**src/rtl/probe_conditioner_pkg.sv**
```systemverilog
`default_nettype none
// ============================================================================
//  Module      : probe_conditioner_pkg
//  Description : Shared constants and helpers for the probe conditioner.
//                filt_cnt_width() sizes the per-channel glitch-filter counter.
//                params_ok() validates the top-level parameter set so a bad
//                configuration fails at elaboration.
//  Revision    : 1.0  initial release
// ============================================================================
package probe_conditioner_pkg;

    localparam int unsigned MAX_PROBES         = 64;
    localparam int unsigned MIN_SYNC_STAGES    = 2;
    localparam int unsigned MAX_SYNC_STAGES    = 4;
    localparam int unsigned MIN_FILTER_CYCLES  = 1;
    localparam int unsigned MAX_FILTER_CYCLES  = 255;
    localparam int unsigned MIN_WINDOW_EXP     = 4;
    localparam int unsigned MAX_WINDOW_EXP     = 30;

    // The counter must be able to hold FILTER_CYCLES-1.
    // clog2(F+1) covers that and is never below 1.
    function automatic int unsigned filt_cnt_width(input int unsigned filter_cycles);
        int unsigned w;
        w = $clog2(filter_cycles + 1);
        return (w < 1) ? 1 : w;
    endfunction

    function automatic bit params_ok(input int unsigned n_probe,
                                     input int unsigned sync_stages,
                                     input int unsigned filter_cycles,
                                     input int unsigned window_exp);
        return (n_probe >= 1) && (n_probe <= MAX_PROBES) &&
               (sync_stages >= MIN_SYNC_STAGES) && (sync_stages <= MAX_SYNC_STAGES) &&
               (filter_cycles >= MIN_FILTER_CYCLES) && (filter_cycles <= MAX_FILTER_CYCLES) &&
               (window_exp >= MIN_WINDOW_EXP) && (window_exp <= MAX_WINDOW_EXP);
    endfunction

endpackage
`default_nettype wire

```
**src/rtl/probe_filter_channel.sv**
```systemverilog
`default_nettype none
// ============================================================================
//  Module      : probe_filter_channel
//  Description : One probe channel: synchroniser chain, glitch filter,
//                conditioned level / edge flops and sticky activity flag.
//  Ports       : i_clk        system clock
//                i_rst_n      async active-low reset
//                i_cg         clock-gate enable (0 = hold all state)
//                i_bypass     1 = filter length forced to one cycle
//                i_pin        raw asynchronous probe pin
//                i_window_end high on the last cycle of an activity window
//                o_probe      conditioned level
//                o_edge       one-cycle pulse on accepted level change
//                o_active     edge seen in the last completed window
//  Revision    : 1.0  initial release
// ============================================================================
module probe_filter_channel
    import probe_conditioner_pkg::*;
#(
    parameter int SYNC_STAGES   = 2,
    parameter int FILTER_CYCLES = 3,
    parameter int CNT_W         = 2
) (
    input  logic i_clk,
    input  logic i_rst_n,
    input  logic i_cg,
    input  logic i_bypass,
    input  logic i_pin,
    input  logic i_window_end,
    output logic o_probe,
    output logic o_edge,
    output logic o_active
);

    localparam logic [CNT_W-1:0] C_THRESH_FILT = CNT_W'(FILTER_CYCLES - 1);
    localparam logic [CNT_W-1:0] C_CNT_ONE     = CNT_W'(1);

    logic [SYNC_STAGES-1:0] r_sync;
    logic [CNT_W-1:0]       r_cnt;
    logic                   r_probe;
    logic                   r_edge;
    logic                   r_acc;
    logic                   r_active;

    logic [CNT_W-1:0]       w_thresh;
    logic                   w_sync;
    logic                   w_differs;
    logic                   w_accept;

    assign w_sync    = r_sync[SYNC_STAGES-1];
    assign w_thresh  = i_bypass ? '0 : C_THRESH_FILT;
    assign w_differs = (w_sync != r_probe);
    // ">=" rather than "==" so that switching into bypass with a count already
    // running accepts the pending change on that very edge.
    assign w_accept  = w_differs && (r_cnt >= w_thresh);

    always_ff @(posedge i_clk or negedge i_rst_n) begin
        if (!i_rst_n) begin
            r_sync   <= '0;
            r_cnt    <= '0;
            r_probe  <= 1'b0;
            r_edge   <= 1'b0;
            r_acc    <= 1'b0;
            r_active <= 1'b0;
        end else if (i_cg) begin
            r_sync <= {r_sync[SYNC_STAGES-2:0], i_pin};
            r_edge <= w_accept;

            if (!w_differs) begin
                r_cnt <= '0;
            end else if (w_accept) begin
                r_probe <= w_sync;
                r_cnt   <= '0;
            end else begin
                r_cnt <= r_cnt + C_CNT_ONE;
            end

            // An edge on the window's last cycle belongs to the closing window.
            if (i_window_end) begin
                r_active <= r_acc | w_accept;
                r_acc    <= 1'b0;
            end else begin
                r_acc <= r_acc | w_accept;
            end
        end
    end

    assign o_probe  = r_probe;
    assign o_edge   = r_edge;
    assign o_active = r_active;

endmodule
`default_nettype wire

```
**src/rtl/probe_conditioner.sv**
```systemverilog
`default_nettype none
// ============================================================================
//  Module      : probe_conditioner
//  Description : Conditions N_PROBE asynchronous probe pins for the
//                correlator: synchronise, reject glitches, emit edge pulses
//                and per-window sticky activity flags.
//  Ports       : i_clk          48MHz system clock
//                i_rst_n        async active-low reset
//                i_cg           clock-gate enable (0 = hold all state)
//                i_bypass       1 = no glitch filtering
//                i_pin_probe    raw probe pins [N_PROBE]
//                o_probe        conditioned levels [N_PROBE]
//                o_edge         accepted-change pulses [N_PROBE]
//                o_active       activity in last completed window [N_PROBE]
//                o_windowStrobe pulse when o_active updates
//  Revision    : 1.0  initial release
// ============================================================================
module probe_conditioner
    import probe_conditioner_pkg::*;
#(
    parameter int N_PROBE             = 64,
    parameter int SYNC_STAGES         = 2,
    parameter int FILTER_CYCLES       = 3,
    parameter int ACTIVITY_WINDOW_EXP = 22
) (
    input  logic               i_clk,
    input  logic               i_rst_n,
    input  logic               i_cg,
    input  logic               i_bypass,
    input  logic [N_PROBE-1:0] i_pin_probe,
    output logic [N_PROBE-1:0] o_probe,
    output logic [N_PROBE-1:0] o_edge,
    output logic [N_PROBE-1:0] o_active,
    output logic               o_windowStrobe
);

    localparam int CNT_W = int'(filt_cnt_width(FILTER_CYCLES));
    localparam logic [ACTIVITY_WINDOW_EXP-1:0] C_WCNT_ONE = ACTIVITY_WINDOW_EXP'(1);

    if (!params_ok(N_PROBE, SYNC_STAGES, FILTER_CYCLES, ACTIVITY_WINDOW_EXP)) begin : g_param_check
        $error("probe_conditioner: parameter out of range");
    end

    logic [ACTIVITY_WINDOW_EXP-1:0] r_wcnt;
    logic                           r_strobe;
    logic                           w_window_end;

    assign w_window_end = &r_wcnt;

    // Free-running window counter; wraps naturally from all-ones to zero.
    always_ff @(posedge i_clk or negedge i_rst_n) begin
        if (!i_rst_n) begin
            r_wcnt   <= '0;
            r_strobe <= 1'b0;
        end else if (i_cg) begin
            r_wcnt   <= r_wcnt + C_WCNT_ONE;
            r_strobe <= w_window_end;
        end
    end

    assign o_windowStrobe = r_strobe;

    for (genvar g = 0; g < N_PROBE; g++) begin : g_channel
        probe_filter_channel #(
            .SYNC_STAGES   (SYNC_STAGES),
            .FILTER_CYCLES (FILTER_CYCLES),
            .CNT_W         (CNT_W)
        ) u_chan (
            .i_clk        (i_clk),
            .i_rst_n      (i_rst_n),
            .i_cg         (i_cg),
            .i_bypass     (i_bypass),
            .i_pin        (i_pin_probe[g]),
            .i_window_end (w_window_end),
            .o_probe      (o_probe[g]),
            .o_edge       (o_edge[g]),
            .o_active     (o_active[g])
        );
    end

endmodule
`default_nettype wire
```
**config.mk**
```make
export PLATFORM = sky130hd
export DESIGN_NAME = probe_conditioner
export DESIGN_NICKNAME = d
export VERILOG_FILES = /design/src/rtl/probe_conditioner_pkg.sv /design/src/rtl/probe_filter_channel.sv /design/src/rtl/probe_conditioner.sv
export SDC_FILE = /design/constraint.sdc
export NUM_CORES = 1
export LEC_CHECK = 0
export CAP_MARGIN = 20
export CORE_MARGIN = 1
export CORE_UTILIZATION = 45
export DETAILED_ROUTE_END_ITERATION = 7
export GPL_TIMING_DRIVEN = 0
export HOLD_SLACK_MARGIN = 0.03
export PLACE_DENSITY = 0.62
export RECOVER_POWER = 100
export SYNTH_ARGS = -nofsm -noshare
export SYNTH_HDL_FRONTEND = slang
export SYNTH_SLANG_ARGS = --single-unit
```
**constraint.sdc**
```tcl
create_clock -name i_clk -period 2.6 [get_ports i_clk]
set_clock_uncertainty 0.2 [all_clocks]
set_input_delay 0.52 -clock i_clk [delete_from_list [all_inputs] [get_ports i_clk]]
set_output_delay 0.52 -clock i_clk [all_outputs]
set_load 0.02 [all_outputs]
```
==> impl_metrics.ini <==
[status]
outcome = completed

[die]
core_um2 = 51300
ios = 261
dieArea_um2 = 52800
die_w_um = 230
die_h_um = 230
num_rows = 83
start_util_pct = 45.5

[yosys]
yosys_warnings = 0
synth_seq_cells = 535
synthCells = 2021
yosysSeqAreaShare_pct = 57.3
yosys.area.top_type = dfrtp_1
synth.area.top_cells = dfrtp_1 (57%), mux2_2 (12%), buf_4 (6.2%), nor2_1 (3.8%), mux2i_1 (2.7%)
synth.most_common_cell = dfrtp_1
synth_common_cells = dfrtp_1 (535), mux2_2 (246), nor2_1 (237)
ys_types = 40
avgSynthCellArea_um2 = 11.6
syn_nets = 2101
netlist_area_um2 = 23300
synth_edf_count = 0
synth_top_area_share_pct = 57.3
async_flop_share_pct = 100
ys.flop_type = dfrtp_1

[final_layout]
fillers = 4447
multiInputGateArea_um2 = 7560
nets = 2434
final_cell_area_um2 = 28900
regArea_um2 = 13400
synthToLayoutAreaGrowth_pct = 23.8
layout-drive-gt1-share_pct = 24.9

[detailed_routing]
dr.pass1.iters = 6
wl_um = 58400
drtIter0Drc = 881
drcViolationCount = 0
vias = 15400
vias_per_cell = 5.01
wire_per_inst_um = 19.0
drtAntennaViolNets = 0

[critical_path]
start_kind = register
required_ns = 1.88
end_kind = output port
regToRegStartpoint = r_wcnt[4]
path_cells = buf_4 > clkdlybuf4s50_1
critPathSlowestCell = clkdlybuf4s50_1
cp_max_fo = 3
max_stage_delay_ns = 0.70
path_class = register to output port
crit_start = g_channel[47].u_chan.o_probe
ff2ff_path_depth = 6
critical_path_arrival_ns = 1.80

[grt]
grt-busiest-layer = met2
grt.overflow.total = 0
antenna_found_initial = 4
grt_usage_pct = 22.4
grt_start_max_net_pins = 126
grt_use_met3_pct = 3.27
grt_pass1_wl_um = 90200
grt_use_met2_pct = 37.2
grt_pass1_vias = 15900
use_met1_pct = 30.1

[placed_design]
place.gp.congestion = 0.772
placed_cell_area_um2 = 27000
port_buffers = 260
hpwl_um = 40100
dp_slack_ns = -1.46

[hold_path]
hp-class = input port to asynchronous set/reset pin

[sta]
hold_viol = 0
finalSetupViolCount = 0
slew_viol_final = 0
slew_headroom_pct = 19.5
tightestPinTransition_ns = 1.21
fmax_mhz = 397
finalCritPeriodShare_pct = 97.0
worst_slack_ns = 0.0788
rsz0062_at_grt = yes
min_period_ns = 2.52

[clock_tree]
cts_root_buffer = clkbuf_16
clockBufferDepth = 3
clock_sinks = 535
worstSkewPairLatency_ns = 0.60
cts_tree = done
htree_levels = 2
numCtsBuffers = 56
clkSlewWorstSetupHoldPaths_ns = 0.06

[job]
drv_cap = 0

[pwr]
p_per_area_nw_per_um2 = 957
ir_worst_vdd_mv = 0.549
power_mw = 27.7
leakagePower_nw = 13.0
-- final cells by class --
class	instances	share of cell area [%]
Sequential cell	535	46.3
Multi-Input combinational cell	1067	26.1
Timing Repair Buffer	275	9.68
Buffer	267	6.54
Clock buffer	82	5.78
Tap cell	680	2.94
Inverter	152	1.99
Clock inverter	14	0.606
Antenna cell	1	0.00866
-- worst max-delay path, delay by kind of cell (launching register included) --
kind	cells	cell delay, ns
buf+inv	2	0.82
flops	1	0.38
-- report_power, final --
| group | switching, mW | internal, mW |
|---|---|---|
| logic | 3.90 | 4.51 |
| registers | 1.24 | 9.97 |
| clock network | 3.25 | 4.80 |
| total | 8.39 | 19.3 |
-- placed cells by master, fill, tap and decap left out, drive strengths merged, types with 2 or more instances in the layout --
master,synthesis,final
xor2,20,20
bufinv,0,4
a31oi,11,11
clkdlybuf4s50,0,259
o31ai,10,10
o22ai,10,10
clkinvlp,0,3
a22o,52,52
buf,214,222
nor2,237,237
clkinv,0,8
mux2i,64,64
ha,12,12
o21ai,65,65
nand4,8,8
nand2,95,95
mux2,246,246
xnor2,65,65
nor3,55,55
nor4,5,5
a21boi,11,11
a21oi,64,64
and4,2,2
nand2b,11,11
dfrtp,535,535
nand3,14,14
clkbuf,53,142
a21o,2,2
inv,152,151
-- repair_timing --
item,CTS,global route
pin swaps,0,1
hold buffers,1,0
buffers inserted,0,6
resized for setup,29,28
endpoints found under the hold margin,88,0
endpoints found under the setup margin,317,177
-- per-layer routing --
metal / routed length (um) / vias up
met4: 1540 / 2
met1: 25800 / 7762
li1: - / 7186
met5: 10 / -
met3: 2560 / 98
met2: 28400 / 344
-- final timing paths --
kind | end | slack (ns)
setup / recovery | o_probe[47] | 0.08
hold / removal | g_channel[42].u_chan.r_sync[0] | 0.25
setup reg to reg | g_channel[2].u_chan.o_active | 0.09
hold reg to reg | r_wcnt[9] | 0.29
max in group asynchronous | g_channel[11].u_chan.r_sync[1] | 0.37
min in group i_clk | r_wcnt[9] | 0.29
-- registers in the layout, indices dropped and copies added, names as in the netlist --
| register | flops |
|---|---|
| g_channel.u_chan.r_sync | 128 |
| g_channel.u_chan.o_probe | 64 |
| g_channel.u_chan.r_acc | 64 |
| g_channel.u_chan.o_edge | 64 |
| g_channel.u_chan.r_cnt | 128 |
| r_wcnt | 22 |
| o_windowStrobe | 1 |
| g_channel.u_chan.o_active | 64 |
-- cell families after synthesis --
family | Yosys count | share of synthesized area, %
mux | 310 | 14.6
compound gates | 227 | 6.09
buf+inv | 419 | 10.3
flops | 535 | 57.3
simple gates | 433 | 7.81
fa+ha+maj | 12 | 0.643
xor+xnor | 85 | 3.19
-- through the flow --
step,std cells,setup TNS [ns],hold slack [ns],util (%)
final,3073,0,0.246,56.3
after global routing,3073,-0.197,0.298,56.3
after CTS,3066,0,0.271,56.3
after detailed placement,2969,-372.22,0.264,52.6
after global placement,2961,-,0.254,52.2
after floorplan,2021,0,0.0244,-
No activity file was read; power rests on OpenSTA's default activity.
